--- src/rtl/parallel_ch_link.sv ---
// parallel_ch_link: host parallel byte link into the CLK_50 domain.
// The host strobes command and data bytes. A command either starts a
// multi-byte read of one sensor channel (LSB first) or a multi-byte
// control-word write. All host pins are asynchronous and are synchronised
// before use.
module parallel_ch_link #(
    parameter int BUS_W      = 8,
    parameter int CH_NUM     = 3,
    parameter int WORD_BYTES = 2,
    parameter int CMD_BASE   = 120,
    parameter int CMD_WR     = 119
) (
    input  logic                                CLK_50,
    input  logic                                iRSTN,
    input  logic                                RP_clock,
    input  logic                                RP_CS,
    input  logic [BUS_W-1:0]                    RP_data_i,
    output logic [BUS_W-1:0]                    RP_data_o,
    output logic                                RP_data_oe,
    input  logic [CH_NUM*WORD_BYTES*BUS_W-1:0]  ch_data,
    output logic [WORD_BYTES*BUS_W-1:0]         ctrl_word,
    output logic                                ctrl_stb,
    output logic                                cmd_err,
    output logic                                busy
);

    localparam int WORD_W = WORD_BYTES * BUS_W;
    localparam int CNT_W  = (WORD_BYTES > 1) ? $clog2(WORD_BYTES) : 1;
    localparam logic [CNT_W-1:0] LAST_BEAT = CNT_W'(WORD_BYTES - 1);

    typedef enum logic [1:0] {
        ST_IDLE = 2'd0,
        ST_CMD  = 2'd1,
        ST_TX   = 2'd2,
        ST_RX   = 2'd3
    } state_t;

    // Synchroniser flops
    logic [2:0]       clk_sync_r;
    logic [1:0]       cs_sync_r;
    logic [BUS_W-1:0] data_meta_r;
    logic [BUS_W-1:0] data_sync_r;

    // Synchronised views of the host pins
    logic             rise_s;
    logic             cs_n_s;
    logic [BUS_W-1:0] byte_s;
    logic [31:0]      cmd_val_s;

    // Command decode
    logic              ch_hit_s;
    logic              wr_hit_s;
    logic [WORD_W-1:0] ch_word_s;

    // Transfer state
    state_t            state_r;
    state_t            state_nx_s;
    logic [CNT_W-1:0]  cnt_r;
    logic [CNT_W-1:0]  cnt_nx_s;
    logic [WORD_W-1:0] shadow_r;
    logic [WORD_W-1:0] shadow_nx_s;
    logic [WORD_W-1:0] shadow_shift_s;
    logic [WORD_W-1:0] shift_r;
    logic [WORD_W-1:0] shift_nx_s;
    logic [WORD_W-1:0] rx_word_s;

    // Next values of the registered outputs
    logic [BUS_W-1:0]  data_o_nx_s;
    logic              oe_nx_s;
    logic [WORD_W-1:0] ctrl_word_nx_s;
    logic              ctrl_stb_nx_s;
    logic              cmd_err_nx_s;
    logic              busy_nx_s;

    // Two-flop synchronisers; a third strobe flop forms the rise detector
    always_ff @(posedge CLK_50 or negedge iRSTN) begin
        if (!iRSTN) begin
            clk_sync_r  <= 3'b000;
            cs_sync_r   <= 2'b11;
            data_meta_r <= '0;
            data_sync_r <= '0;
        end else begin
            clk_sync_r  <= {clk_sync_r[1:0], RP_clock};
            cs_sync_r   <= {cs_sync_r[0], RP_CS};
            data_meta_r <= RP_data_i;
            data_sync_r <= data_meta_r;
        end
    end

    assign rise_s    = clk_sync_r[1] & ~clk_sync_r[2];
    assign cs_n_s    = cs_sync_r[1];
    assign byte_s    = data_sync_r;
    assign cmd_val_s = 32'(byte_s);
    assign wr_hit_s  = (cmd_val_s == 32'(CMD_WR));

    // Channel command decode and selection of the addressed channel word
    always_comb begin
        ch_hit_s  = 1'b0;
        ch_word_s = '0;
        for (int n = 0; n < CH_NUM; n++) begin
            if (cmd_val_s == 32'(CMD_BASE + n)) begin
                ch_hit_s  = 1'b1;
                ch_word_s = ch_data[n*WORD_W +: WORD_W];
            end else begin
                ch_hit_s  = ch_hit_s;
                ch_word_s = ch_word_s;
            end
        end
    end

    // Next byte of the read shadow, and the write word with the new byte on top
    always_comb begin
        shadow_shift_s = shadow_r >> BUS_W;
        rx_word_s      = shift_r >> BUS_W;
        rx_word_s[WORD_W-1 -: BUS_W] = byte_s;
    end

    // Next-state and registered-output decode; a deasserted CS overrides everything
    always_comb begin
        state_nx_s     = state_r;
        cnt_nx_s       = cnt_r;
        shadow_nx_s    = shadow_r;
        shift_nx_s     = shift_r;
        data_o_nx_s    = RP_data_o;
        oe_nx_s        = RP_data_oe;
        ctrl_word_nx_s = ctrl_word;
        ctrl_stb_nx_s  = 1'b0;
        cmd_err_nx_s   = 1'b0;
        if (cs_n_s) begin
            state_nx_s = ST_IDLE;
            oe_nx_s    = 1'b0;
        end else begin
            case (state_r)
                ST_IDLE: begin
                    state_nx_s = ST_CMD;
                end
                ST_CMD: begin
                    if (!rise_s) begin
                        state_nx_s = ST_CMD;
                    end else if (ch_hit_s) begin
                        shadow_nx_s = ch_word_s;
                        data_o_nx_s = ch_word_s[BUS_W-1:0];
                        oe_nx_s     = 1'b1;
                        cnt_nx_s    = '0;
                        state_nx_s  = ST_TX;
                    end else if (wr_hit_s) begin
                        shift_nx_s = '0;
                        cnt_nx_s   = '0;
                        state_nx_s = ST_RX;
                    end else begin
                        cmd_err_nx_s = 1'b1;
                    end
                end
                ST_TX: begin
                    if (!rise_s) begin
                        state_nx_s = ST_TX;
                    end else if (cnt_r == LAST_BEAT) begin
                        // This acknowledge ends the word; it is not a command
                        oe_nx_s    = 1'b0;
                        state_nx_s = ST_CMD;
                    end else begin
                        cnt_nx_s    = cnt_r + CNT_W'(1);
                        shadow_nx_s = shadow_shift_s;
                        data_o_nx_s = shadow_shift_s[BUS_W-1:0];
                    end
                end
                ST_RX: begin
                    if (!rise_s) begin
                        state_nx_s = ST_RX;
                    end else if (cnt_r == LAST_BEAT) begin
                        shift_nx_s     = rx_word_s;
                        ctrl_word_nx_s = rx_word_s;
                        ctrl_stb_nx_s  = 1'b1;
                        state_nx_s     = ST_CMD;
                    end else begin
                        shift_nx_s = rx_word_s;
                        cnt_nx_s   = cnt_r + CNT_W'(1);
                    end
                end
                default: begin
                    state_nx_s = ST_IDLE;
                    oe_nx_s    = 1'b0;
                end
            endcase
        end
        busy_nx_s = (state_nx_s == ST_TX) || (state_nx_s == ST_RX);
    end

    // State, transfer registers and registered outputs
    always_ff @(posedge CLK_50 or negedge iRSTN) begin
        if (!iRSTN) begin
            state_r    <= ST_IDLE;
            cnt_r      <= '0;
            shadow_r   <= '0;
            shift_r    <= '0;
            RP_data_o  <= '0;
            RP_data_oe <= 1'b0;
            ctrl_word  <= '0;
            ctrl_stb   <= 1'b0;
            cmd_err    <= 1'b0;
            busy       <= 1'b0;
        end else begin
            state_r    <= state_nx_s;
            cnt_r      <= cnt_nx_s;
            shadow_r   <= shadow_nx_s;
            shift_r    <= shift_nx_s;
            RP_data_o  <= data_o_nx_s;
            RP_data_oe <= oe_nx_s;
            ctrl_word  <= ctrl_word_nx_s;
            ctrl_stb   <= ctrl_stb_nx_s;
            cmd_err    <= cmd_err_nx_s;
            busy       <= busy_nx_s;
        end
    end

endmodule

--- config.mk ---
export PLATFORM = sky130hd
export DESIGN_NAME = parallel_ch_link
export DESIGN_NICKNAME = d
export VERILOG_FILES = /design/src/rtl/parallel_ch_link.sv
export SDC_FILE = /design/constraint.sdc
export NUM_CORES = 1
export LEC_CHECK = 0
export ABC_AREA = 1
export BUFFER_PORTS_ARGS = -buffer_cell sky130_fd_sc_hd__buf_4
export CAP_MARGIN = 30
export CORE_UTILIZATION = 56
export CTS_CLUSTER_DIAMETER = 50
export DETAILED_ROUTE_END_ITERATION = 10
export PLACE_DENSITY = 0.84
export SYNTH_ARGS = -nofsm -noshare
export SYNTH_HDL_FRONTEND = slang
export SYNTH_SLANG_ARGS = --single-unit
--- constraint.sdc ---
create_clock -name CLK_50 -period 4.68 [get_ports CLK_50]
set_clock_uncertainty 0.1 [all_clocks]
set_input_delay 1.17 -clock CLK_50 [delete_from_list [all_inputs] [get_ports CLK_50]]
set_output_delay 1.17 -clock CLK_50 [all_outputs]
set_load 0.02 [all_outputs]
# After elaboration in Yosys (flattened, before gate mapping)
# Cells that the tools add are included.
[word_totals] input_bits=60 output_inout_bits=28 word_cells=102 register_bits=84
[classes] n_bitwise=3 n_addsub=1 n_mux=50 reduce_logical=12 eq_ne=22
[op_table] operator="2-to-1 mux 16 bit" n=11
[op_table] operator="one-hot mux 16 bit (2 select lines)" n=2
[op_table] operator="equality test 8 x 7 -> 1 bit (second input constant)" n=4
[op_table] operator="2-to-1 mux 8 bit" n=4
[op_table] operator="2-to-1 mux 1 bit" n=22
[op_table] operator="one-hot mux 8 bit (2 select lines)" n=1
[op_table] operator="!= test 3 bit (second input constant)" n=5
[op_table] operator="2-to-1 mux 2 bit" n=7
[op_table] operator="!= test 2 bit (second input constant)" n=7
[op_table] operator="AND reduction 6 bit" n=2
[op_table] operator="AND reduction 5 bit" n=2
[op_table] operator="equality test 2 bit (second input constant)" n=4
[op_table] operator="one-hot mux 2 bit (4 select lines)" n=1
[op_table] operator="nonzero test 2 bit" n=3
[op_table] operator="one-hot mux 1 bit (2 select lines)" n=2
[op_table] operator="AND reduction 4 bit" n=1
[op_table] operator="nonzero test 3 bit" n=1
[op_table] operator="equality test 2 x 1 -> 1 bit (second input constant)" n=1
[op_table] operator="logical NOT 2 bit" n=1
[op_table] operator="!= test 2 x 1 -> 1 bit (second input constant)" n=1
[op_table] operator="NOT 1 bit" n=2
[op_table] operator="OR reduction 2 bit" n=1
[op_table] operator="adder 1 bit (second input constant)" n=1
[op_table] operator="bitwise AND 1 bit" n=1
[op_table] operator="logical OR 1 bit" n=1

# Depth between registers and ports, before layout
# Gate-level depths: netlist of the first run.
[logic_depth] word_depth=10 ltp_mapped=10 ltp_nobuf=8

# Least setup slack after synthesis of the first run
# Ideal clock, no wire load.
[synth_path] path_type="register to output" startpoint="register RP_data_o[0]" endpoint="output RP_data_o[0]" path_stages_with_launch=2 t_arrival_ns=0.501 path_buffers=1 required_time_ns=3.410 path_slack_ns=2.909 cell_sequence="dfrtp_1 -> buf_4"
[synth_rtl] element="from (decl)" line="18" text="output logic [BUS_W-1:0] RP_data_o,"
[synth_rtl] element="from (signal assigned)" line="207" text="RP_data_o <= data_o_nx_s;"
# No word-level cell between the ends.

# Final worst setup path of the first run
[layout_path] startpoint="register state_r[0]" endpoint="register ctrl_word[0]"
[layout_via] elab_chain_cells=2
[layout_lines] element="from (decl)" line="56" text="state_t state_r;"
[layout_lines] element="from (signal assigned)" line="203" text="state_r <= state_nx_s;"
[layout_lines] element="equality test 2 bit" line="133" text="case (state_r)"
[layout_lines] element="AND reduction 4 bit (no line)"
[layout_lines] element="to (signal assigned)" line="209" text="ctrl_word <= ctrl_word_nx_s;"
[layout_lines] element="to (decl)" line="21" text="output logic [WORD_BYTES*BUS_W-1:0] ctrl_word,"
# Every way passes these cells.
# A chain may end at the register's enable or synchronous reset.

==> results of run 1 <==
[area by class of cell]
cell class	count	area (sq um)
clock buffer	10	138
clock inverter	6	72.6
fill	436	1520
inverter	15	56.3
multi-input combinational	265	1290
sequential	68	1700
tap	72	90.1
timing repair buffer	88	673
[worst max-delay path by stage]
stage          depth (start not counted)  slack, ns         start            end
4_1_cts                                5       2.18    state_r[0]   ctrl_word[0]
6_report                               5       2.12    state_r[0]   ctrl_word[0]
5_1_grt                                5       1.92    state_r[1]   ctrl_word[3]
2_1_floorplan                          1       2.91  RP_data_o[0]   RP_data_o[0]
3_3_place_gp                           5       2.34    state_r[1]  ctrl_word[12]
3_5_place_dp                           5       2.20    state_r[0]   ctrl_word[3]
[synth_stat cells, drive strengths merged]
master  number  area [sq um]
a21oi        7          57.6
buf         20           155
clkbuf       5          18.8
dfrtp       66          1650
dfstp        2          52.6
ha           4          50.1
inv         15          56.3
nand2      116           455
nand3       75           375
nand3b       1          7.51
nand4        1          6.26
nor2        22           110
nor3         3          15.0
o211ai       1          21.3
o21ai       25           129
or2         10          62.6
[report_power, final]
| part | internal [uW] | switching, uW |
|---|---|---|
| sequential | 605 | 9.82 |
| combinational | 50.8 | 61.4 |
| clock | 265 | 225 |
[sequential cells by signal, indices dropped and copies added (netlist names)]
register,count
clk_sync_r,3
cnt_r,1
cs_sync_r,2
RP_data_oe,1
busy,1
RP_data_o,7
ctrl_stb,1
data_meta_r,8
cmd_err,1
byte_s,8
shadow_r,9
shift_r,8
state_r,2
ctrl_word,16
[worst max-delay path: stages (launching register included)]
cell and delay (ns):
dfrtp_1 0.40, ha_1 0.45, nand4_1 0.76, inv_1 0.59, nand2_1 0.12, nand2_1 0.09
[cell usage in the layout, fill, tap and decap left out]
master	synthesis	final
a21oi_4	2	2
nand4_1	1	1
nand2_4	2	2
dfstp_2	2	2
inv_6	0	1
inv_1	12	12
buf_12	0	1
or2_2	10	10
o211ai_4	1	1
buf_4	12	87
nor2_4	3	3
o21ai_1	16	16
nor2_2	2	2
inv_2	3	3
a21oi_1	5	5
nand2_2	2	2
clkinv_4	0	3
clkbuf_8	0	10
o21ai_2	1	1
nand3b_1	1	1
dfrtp_1	66	66
nor2_1	17	17
nand3_1	75	75
nor3_1	3	3
clkinvlp_4	0	1
bufinv_16	0	1
o21ai_0	8	8
ha_1	4	4
nand2_1	112	112
[per-stage QoR]
| stage | worst slack (ns) | util (%) | hold slack (ns) | total power, uW |
|---|---|---|---|---|
| after global placement | 2.34 | 68.5 | 0.232 | 734 |
| after CTS | 2.18 | 72.3 | 0.251 | 1230 |
| after global routing | 1.92 | 72.6 | 0.258 | 1270 |
| after floorplan | 2.91 | - | 0.231 | 681 |
| final | 2.12 | 72.6 | 0.249 | 1220 |
| after detailed placement | 2.20 | 68.5 | 0.236 | 738 |
[metal layers]
layer  wire, microns  GRT usage, %
met1            3090          31.9
met2            3620          42.3
met3             374          5.06
met4              88          11.5
met5               0             0
[cells by family after synthesis]
group / count (synthesis)
simple gates: 228
compound gates: 33
flops: 68
buf+inv: 40
fa+ha+maj: 4
==> out/results.tsv, run 1 <==
metric	value	unit
Remaining DRCs	0	
synthesized flop and latch total	68	
post-synthesis mux area share	0	%
Syn. warnings	0	
clk buf depth	2	
first drt pass iteration count	6	
Slew headroom	43.4	%
CTS tree	yes	
initial antenna violation count	0	
Worst Tran Pin Value	0.846	ns
Reg2Reg Depth	5	
row cnt	27	
sequential fraction of the synthesis area	52.9	%
postcts setup bufs	0	
first-pass GRT wire length	11600	microns
critical path data required time	4.86	ns
peak supply drop	0.396	mV
final count of pins violating max slew	0	
Placed Area	3790	sq um
via count	2756	
non-filler cells, final	524	
status	finished clean	
critical path type	flip-flop to flip-flop	
Congestion Overflow GR	0	
Resized cells post-CTS	0	
DP Cell Count	507	
fmax	391	MHz
leakage power	0.00207	uW
fin crit period	2.56	ns
initial drt markers	271	
worst-path fanout max	22	
combinational family with the most area after synthesis	simple AND/OR/NAND/NOR gates	
Simple-Gate Fraction of Synth Area	32.0	%
Wirelength per Cell	13.7	microns
I/O Buffers	87	
Compound-Gate Fraction of Synth Area	6.44	%
Max-cap violations	0	
NumNets Final	511	
Placer Congestion	0.803	
CTS H-tree lvls	3	
Synth Net Count	437	
vias in the first global route	2515	
setup TNS	0	ns
worst skew pair latency	0.34	ns
TritonCTS Buffers	9	
syn avg cell area	8.64	sq um
worst hold start	data_meta_r[1]	
Clock transition at path regs	0.08	ns
CTS Sinks	68	
crit path capture type	flip-flop	
Worst R2R Start	state_r[0]	
period utilization	54.6	%
final setup fails	0	
Synth Instances	373	
largest net degree at the start of global routing	69	
cell depth of the worst hold path	0	
Total Wirelength	7170	microns
Tot GR Track Use	25.4	%
CTS root buf	clkbuf_8	
CTS Hold Bufs	0	
post-synthesis adder-cell area fraction	1.55	%
core area	5540	sq um
hold endpoint	byte_s[1]	
R2R Setup Slk	2.12	ns
Initial Utilization	58.2	%
critical path arrival	2.74	ns
Top-Level Pins	88	
P per Cell Area	303	nW/um^2
CP Launch Type	flip-flop	
antenna cell count	0	
Area Overhead vs Synth	24.8	%
Via-to-Cell Ratio	5.26	
DPL Wire Length	4820	microns
Synth cell types	26	
chip height	77.9	microns
Hold Violations, Final	0	
cell area after synthesis	3220	sq um
share of cells above drive strength 1	29.2	%
unrepaired setup endpoints after global routing	no	
Final Instance Area	4020	sq um
XOR/XNOR share of the synthesized area	0	%
width of the die	77.9	microns
Die Area	6070	sq um
Hold Crit Class	flip-flop to flip-flop	
ANT nets after route	0	
reg2reg end	ctrl_word[0]	
(Power assumes the default switching activity.)
==> inputs of run 2 (changes only) <==
--- a/config.mk
+++ b/config.mk
@@ -8,10 +8,10 @@
 export ABC_AREA = 1
 export BUFFER_PORTS_ARGS = -buffer_cell sky130_fd_sc_hd__buf_4
 export CAP_MARGIN = 30
-export CORE_UTILIZATION = 56
+export CORE_UTILIZATION = 52
 export CTS_CLUSTER_DIAMETER = 50
 export DETAILED_ROUTE_END_ITERATION = 10
-export PLACE_DENSITY = 0.84
+export PLACE_DENSITY = 0.78
 export SYNTH_ARGS = -nofsm -noshare
 export SYNTH_HDL_FRONTEND = slang
 export SYNTH_SLANG_ARGS = --single-unit
==> constraint.sdc (replaced) <==
create_clock -name CLK_50 -period 2.4 [get_ports CLK_50]
set_clock_uncertainty 0.1 [all_clocks]
set_input_delay 0.6 -clock CLK_50 [delete_from_list [all_inputs] [get_ports CLK_50]]
set_output_delay 0.6 -clock CLK_50 [all_outputs]
set_load 0.02 [all_outputs]
==> run 2 against run 1 <==
- total power is 93% higher
- maximum frequency up 31%
- worst hold slack worse by 0.16 ns
- critical path type unchanged
- sequential cell count unchanged
- non-clock buffer count up 5
- core utilization down 4.3 points
- register-to-register slack got worse by 1.7 ns
- global-route usage fell by 2.5 points
- setup slack worse by 1.7 ns
- combinational power up 99%
- sequential power rose by 95%
- critical path depth up 3
==> out/results.tsv, run 2 (same netlist as run 1, synthesis figures left out) <==
metric	value	unit	change
status	finished clean		unchanged
Total Wirelength	7020	microns	was 7170 microns
initial drt markers	155		was 271
crit path to	RP_data_o[4]		was ctrl_word[0]
Worst Tran Pin Value	0.465	ns	was 0.846 ns
Hold Crit Class	primary input to async pin		was flip-flop to flip-flop
largest net degree at the start of global routing	41		was 69
share of cells above drive strength 1	30.0	%	was 29.2%
Top-Level Pins	88		unchanged
Hold Violations, Final	0		unchanged
worst slack, placed	0.481	ns	was 2.20 ns
first drt pass iteration count	4		was 6
P per Cell Area	576	nW/um^2	was 303 nW/um^2
period utilization	81.4	%	was 54.6%
CTS root buf	clkbuf_8		unchanged
critical path arrival	2.08	ns	was 2.74 ns
Area Overhead vs Synth	26.2	%	was 24.8%
ANT nets after route	0		unchanged
CTS tree	yes		unchanged
NumNets Final	516		was 511
row cnt	28		was 27
critical path type	flip-flop to flip-flop		unchanged
reg2reg end	RP_data_o[4]		was ctrl_word[0]
Crit. Startpoint	state_r[1]		was state_r[0]
crit path capture type	flip-flop		unchanged
Wirelength per Cell	13.2	microns	was 13.7 microns
Max-cap violations	0		unchanged
Final Instance Area	4070	sq um	was 4020 sq um
critical path data required time	2.53	ns	was 4.86 ns
final setup fails	0		unchanged
Tot GR Track Use	22.9	%	was 25.4%
postcts setup bufs	0		unchanged
TritonCTS Buffers	9		unchanged
unrepaired setup endpoints after global routing	no		unchanged
clk buf depth	2		unchanged
CTS H-tree lvls	3		unchanged
Congestion Overflow GR	0		unchanged
R2R Setup Slk	0.45	ns	was 2.12 ns
top flop regs	ctrl_word x16, shadow_r x9		unchanged
CP Launch Type	flip-flop		unchanged
Final Util	68.3	%	was 72.6%
Pwr Total	2340	uW	was 1220 uW
worst-path fanout max	24		was 22
Initial Utilization	54.1	%	was 58.2%
first-pass GRT wire length	11200	microns	was 11600 microns
final count of pins violating max slew	0		unchanged
DPL Wire Length	5070	microns	was 4820 microns
worst setup margin	0.446	ns	was 2.12 ns
Worst R2R Start	state_r[1]		was state_r[0]
Placer Congestion	0.822		was 0.803
Via-to-Cell Ratio	5.23		was 5.26
core area	5960	sq um	was 5540 sq um
CTS Sinks	68		unchanged
setup TNS	0	ns	unchanged
via count	2781		was 2756
leakage power	0.00209	uW	was 0.00207 uW
commonest non-fill, non-tap cells in the layout	112 x nand2_1, 91 x buf_4, 75 x nand3_1		was 112 x nand2_1, 87 x buf_4, 75 x nand3_1
commonest non-fill, non-tap cell in the layout	nand2_1		unchanged
Resized cells post-CTS	0		unchanged
Die Area	6520	sq um	was 6070 sq um
initial antenna violation count	0		unchanged
peak supply drop	0.443	mV	was 0.396 mV
max reg flops	16		unchanged
Clock transition at path regs	0.08	ns	about the same
Reg2Reg Depth	8		was 5
chip height	80.7	microns	was 77.9 microns
CTS Hold Bufs	0		unchanged
fin crit period	1.95	ns	was 2.56 ns
Placed Area	3870	sq um	was 3790 sq um
width of the die	80.7	microns	was 77.9 microns
Slew headroom	69.0	%	was 43.4%
antenna cell count	0		unchanged
worst skew pair latency	0.33	ns	was 0.34 ns
I/O Buffers	87		unchanged
Remaining DRCs	0		unchanged
fmax	512	MHz	was 391 MHz
vias in the first global route	2473		was 2515
Biggest register	ctrl_word		unchanged
==> run 2: worst min path at each step <==
stage	end	depth (start not counted)
floorplan	RP_data_o[0]	0
global placement	byte_s[4]	0
detailed placement	byte_s[6]	0
CTS	ctrl_word[6]	1
global route	ctrl_word[6]	1
finish	ctrl_word[6]	1
==> run 2: worst max-delay path: stages (launching register included) <==
cell and delay (ns):
dfrtp_1 0.40, inv_1 0.09, ha_1 0.31, inv_2 0.13, nand2_1 0.10, a21oi_4 0.32
nand2_4 0.22, nand2_1 0.11, o21ai_1 0.06
==> run 2: power breakdown <==
part           leakage [uW]  switching (uW)  internal [uW]
logic               0.00110             120            103
clock network     0.0000958             438            484
registers          0.000896            19.8           1180
total               0.00209             577           1770
==> run 2: per-stage QoR <==
stage / hold WS [ns] / instances
6_report: 0.0882 / 532
4_1_cts: 0.0920 / 532
3_3_place_gp: 0.231 / 516
5_1_grt: 0.105 / 532
2_1_floorplan: 0.204 / 373
3_5_place_dp: 0.235 / 516
==> run 2: final cells by class <==
type / count / area, sq um
clock inverters: 7 / 76.3
well taps: 75 / 93.8
multi-input cells: 265 / 1290
repair buffers: 93 / 723
flip-flops and latches: 68 / 1700
fillers: 482 / 1890
clock buffers: 9 / 124
inverters: 15 / 56.3
==> run 2: per-layer routing <==
metal	wire (microns)	vias to the layer above	GRT usage [%]	part of all wire, %
li1	-	1368	-	-
met1	3120	1328	29.2	44
met2	3400	76	37.4	48
met3	423	9	6.74	6.0
met4	78	0	7.86	1.1
met5	0	-	0	0
==> inputs of run 3 (changes only) <==
--- a/config.mk
+++ b/config.mk
@@ -8,10 +8,10 @@
 export ABC_AREA = 1
 export BUFFER_PORTS_ARGS = -buffer_cell sky130_fd_sc_hd__buf_4
 export CAP_MARGIN = 30
-export CORE_UTILIZATION = 52
+export CORE_UTILIZATION = 47
 export CTS_CLUSTER_DIAMETER = 50
 export DETAILED_ROUTE_END_ITERATION = 10
-export PLACE_DENSITY = 0.78
+export PLACE_DENSITY = 0.75
 export SYNTH_ARGS = -nofsm -noshare
 export SYNTH_HDL_FRONTEND = slang
 export SYNTH_SLANG_ARGS = --single-unit
==> constraint.sdc (replaced) <==
create_clock -name CLK_50 -period 1.6 [get_ports CLK_50]
set_clock_uncertainty 0.1 [all_clocks]
set_input_delay 0.4 -clock CLK_50 [delete_from_list [all_inputs] [get_ports CLK_50]]
set_output_delay 0.4 -clock CLK_50 [all_outputs]
set_load 0.02 [all_outputs]
==> run 3 against run 2 <==
- final cell count rose by 7.3%
- the flow now finishes with violations (design-rule violations, negative setup slack)
- maximum frequency rose by 14%
- total power rose by 66%
- via count rose by 12%
- combinational power rose by 110%
- global-route usage fell by 0.15 points
- die area rose by 10%
- register-to-register slack got worse by 0.56 ns
- largest cell class unchanged
==> out/results.tsv, run 3 (same netlist as run 1, synthesis figures left out) <==
metric	value	unit	change
status	complete, but fails checks		was finished clean
violated checks	design-rule violations, negative setup slack		
fmax	582	MHz	was 512 MHz
Via-to-Cell Ratio	5.46		was 5.23
commonest non-fill, non-tap cell in the layout	buf_4		was nand2_1
filler cell count	476		was 482
CTS H-tree lvls	3		unchanged
worst-path fanout max	6		was 24
commonest non-fill, non-tap cells in the layout	111 x buf_4, 101 x nand2_1, 68 x nand3_1		was 112 x nand2_1, 91 x buf_4, 75 x nand3_1
worst hold slack	0.0558	ns	was 0.0882 ns
Wirelength per Cell	15.6	microns	was 13.2 microns
row cnt	29		was 28
first-pass GRT wire length	12600	microns	was 11200 microns
crit path capture type	flip-flop		unchanged
max reg flops	16		unchanged
Pwr Total	3900	uW	was 2340 uW
DPL Wire Length	5230	microns	was 5070 microns
share of cells above drive strength 1	41.7	%	was 30.0%
fin crit period	1.72	ns	was 1.95 ns
Total Wirelength	8900	microns	was 7020 microns
clk buf depth	2		unchanged
unrepaired setup endpoints after global routing	yes		was no
Reg area	1710	sq um	was 1700 sq um
largest net degree at the start of global routing	50		was 41
I/O Buffers	87		unchanged
Worst path slowest cell	dfrtp_1		unchanged
via count	3116		was 2781
CTS Sinks	68		unchanged
final count of pins violating max slew	0		unchanged
width of the die	84.8	microns	was 80.7 microns
leakage power	0.00235	uW	was 0.00209 uW
peak supply drop	0.700	mV	was 0.443 mV
worst skew pair latency	0.35	ns	was 0.33 ns
critical path type	flip-flop to flip-flop		unchanged
final setup fails	16		was 0
Biggest register	ctrl_word		unchanged
Clock transition at path regs	0.08	ns	about the same
CTS root buf	clkbuf_8		unchanged
antenna cell count	0		unchanged
cell chain of the critical path	inv_2 > ha_4 > nand2_2 > nand3_2 > a21oi_4 > buf_6 > nand2_8 > nand2_1 > o21ai_1		was inv_1 > ha_1 > inv_2 > nand2_1 > a21oi_4 > nand2_4 > nand2_1 > o21ai_1
Placer Congestion	0.872		was 0.822
TritonCTS Buffers	9		unchanged
Max-cap violations	0		unchanged
Hold Crit Class	primary input to flip-flop		was primary input to async pin
Worst Path Buf+Inv	2		unchanged
ANT nets after route	0		unchanged
Tot GR Track Use	22.7	%	was 22.9%
first drt pass iteration count	8		was 4
critical path arrival	1.85	ns	was 2.08 ns
non-filler cells, final	571		was 532
Top-Level Pins	88		unchanged
initial drt markers	261		was 155
core area	6490	sq um	was 5960 sq um
DP Cell Count	532		was 516
Remaining DRCs	7		was 0
Area Overhead vs Synth	45.9	%	was 26.2%
Worst Tran Pin Value	0.449	ns	was 0.465 ns
Hold Violations, Final	0		unchanged
Initial Utilization	49.6	%	was 54.1%
setup TNS	-0.829	ns	was 0 ns
initial antenna violation count	0		unchanged
period utilization	107	%	was 81.4%
P per Cell Area	829	nW/um^2	was 576 nW/um^2
Die Area	7200	sq um	was 6520 sq um
CP Launch Type	flip-flop		unchanged
critical path data required time	1.73	ns	was 2.53 ns
vias in the first global route	2801		was 2473
CTS tree	yes		unchanged
worst setup margin	-0.119	ns	was 0.446 ns
top flop regs	ctrl_word x16, shadow_r x9		unchanged
Congestion Overflow GR	0		unchanged
Multi-input gate area	1500	sq um	was 1290 sq um
chip height	84.8	microns	was 80.7 microns
Largest delay share family, worst path	flip-flops		was simple AND/OR/NAND/NOR gates
NumNets Final	553		was 516
Worst path max stage delay	0.40	ns	about the same
Slew headroom	69.7	%	was 69.0%
[run 3: cell count changes in the layout (fill, tap and decap cells not counted), sizes merged]
cell and delta:
buf +32, clkbuf +4, clkinv -2, nand2 +2
bufinv +1, dlygate4sd3 +1, inv -1
[run 3: report_power, final]
group | leakage [uW] | internal [uW] | total, uW | switching [uW]
sequential | 0.000894 | 1770 | 1810 | 38.2
combinational | 0.00134 | 227 | 466 | 240
clock | 0.000112 | 964 | 1620 | 660
[run 3: cell type report]
cell class	count	share of cell area, %
clock inverter	5	1.78
tap	77	2.05
multi-input combinational	267	31.8
timing repair buffer	128	23.5
inverter	15	1.36
clock buffer	11	3.22
sequential	68	36.3
[run 3: timing repair]
action | CTS | global route
endpoints found under the hold margin | 10 | 0
hold buffers | 1 | 0
setup endpoints to repair | 30 | 45
buffers inserted | 7 | 11
cloned | 0 | 4
pin swaps | 13 | 8
resized for setup | 18 | 33
[run 3: through the flow]
stage / util [%] / worst slack [ns] / instance area [sq um]
floorplan: - / -0.0236 / 3240
global placement: 61.9 / -0.0234 / 4020
detailed placement: 61.9 / -0.118 / 4020
CTS: 67.9 / -0.0305 / 4410
global route: 72.4 / -0.156 / 4700
finish: 72.4 / -0.119 / 4700
[run 3: path summary, 6_finish.rpt]
kind / from / end / slack [ns] / cells after the start
setup / recovery: state_r[0] / shadow_r[10] / -0.12 / 9
hold / removal: RP_data_i[4] / data_meta_r[4] / 0.06 / 1
setup reg to reg: state_r[0] / shadow_r[10] / -0.12 / 9
hold reg to reg: data_meta_r[0] / byte_s[0] / 0.25 / 0
max in group asynchronous: iRSTN / cs_sync_r[0] / 0.54 / 3
min in group asynchronous: iRSTN / data_meta_r[5] / 0.33 / 2
[run 3: layer usage]
metal / global-route usage [%] / wire, microns / vias up
met2: 35.7 / 4360 / 138
met5: 0 / 0 / -
met1: 29.7 / 3700 / 1504
li1: - / - / 1444
met4: 9.86 / 265 / 0
met3: 6.42 / 575 / 30
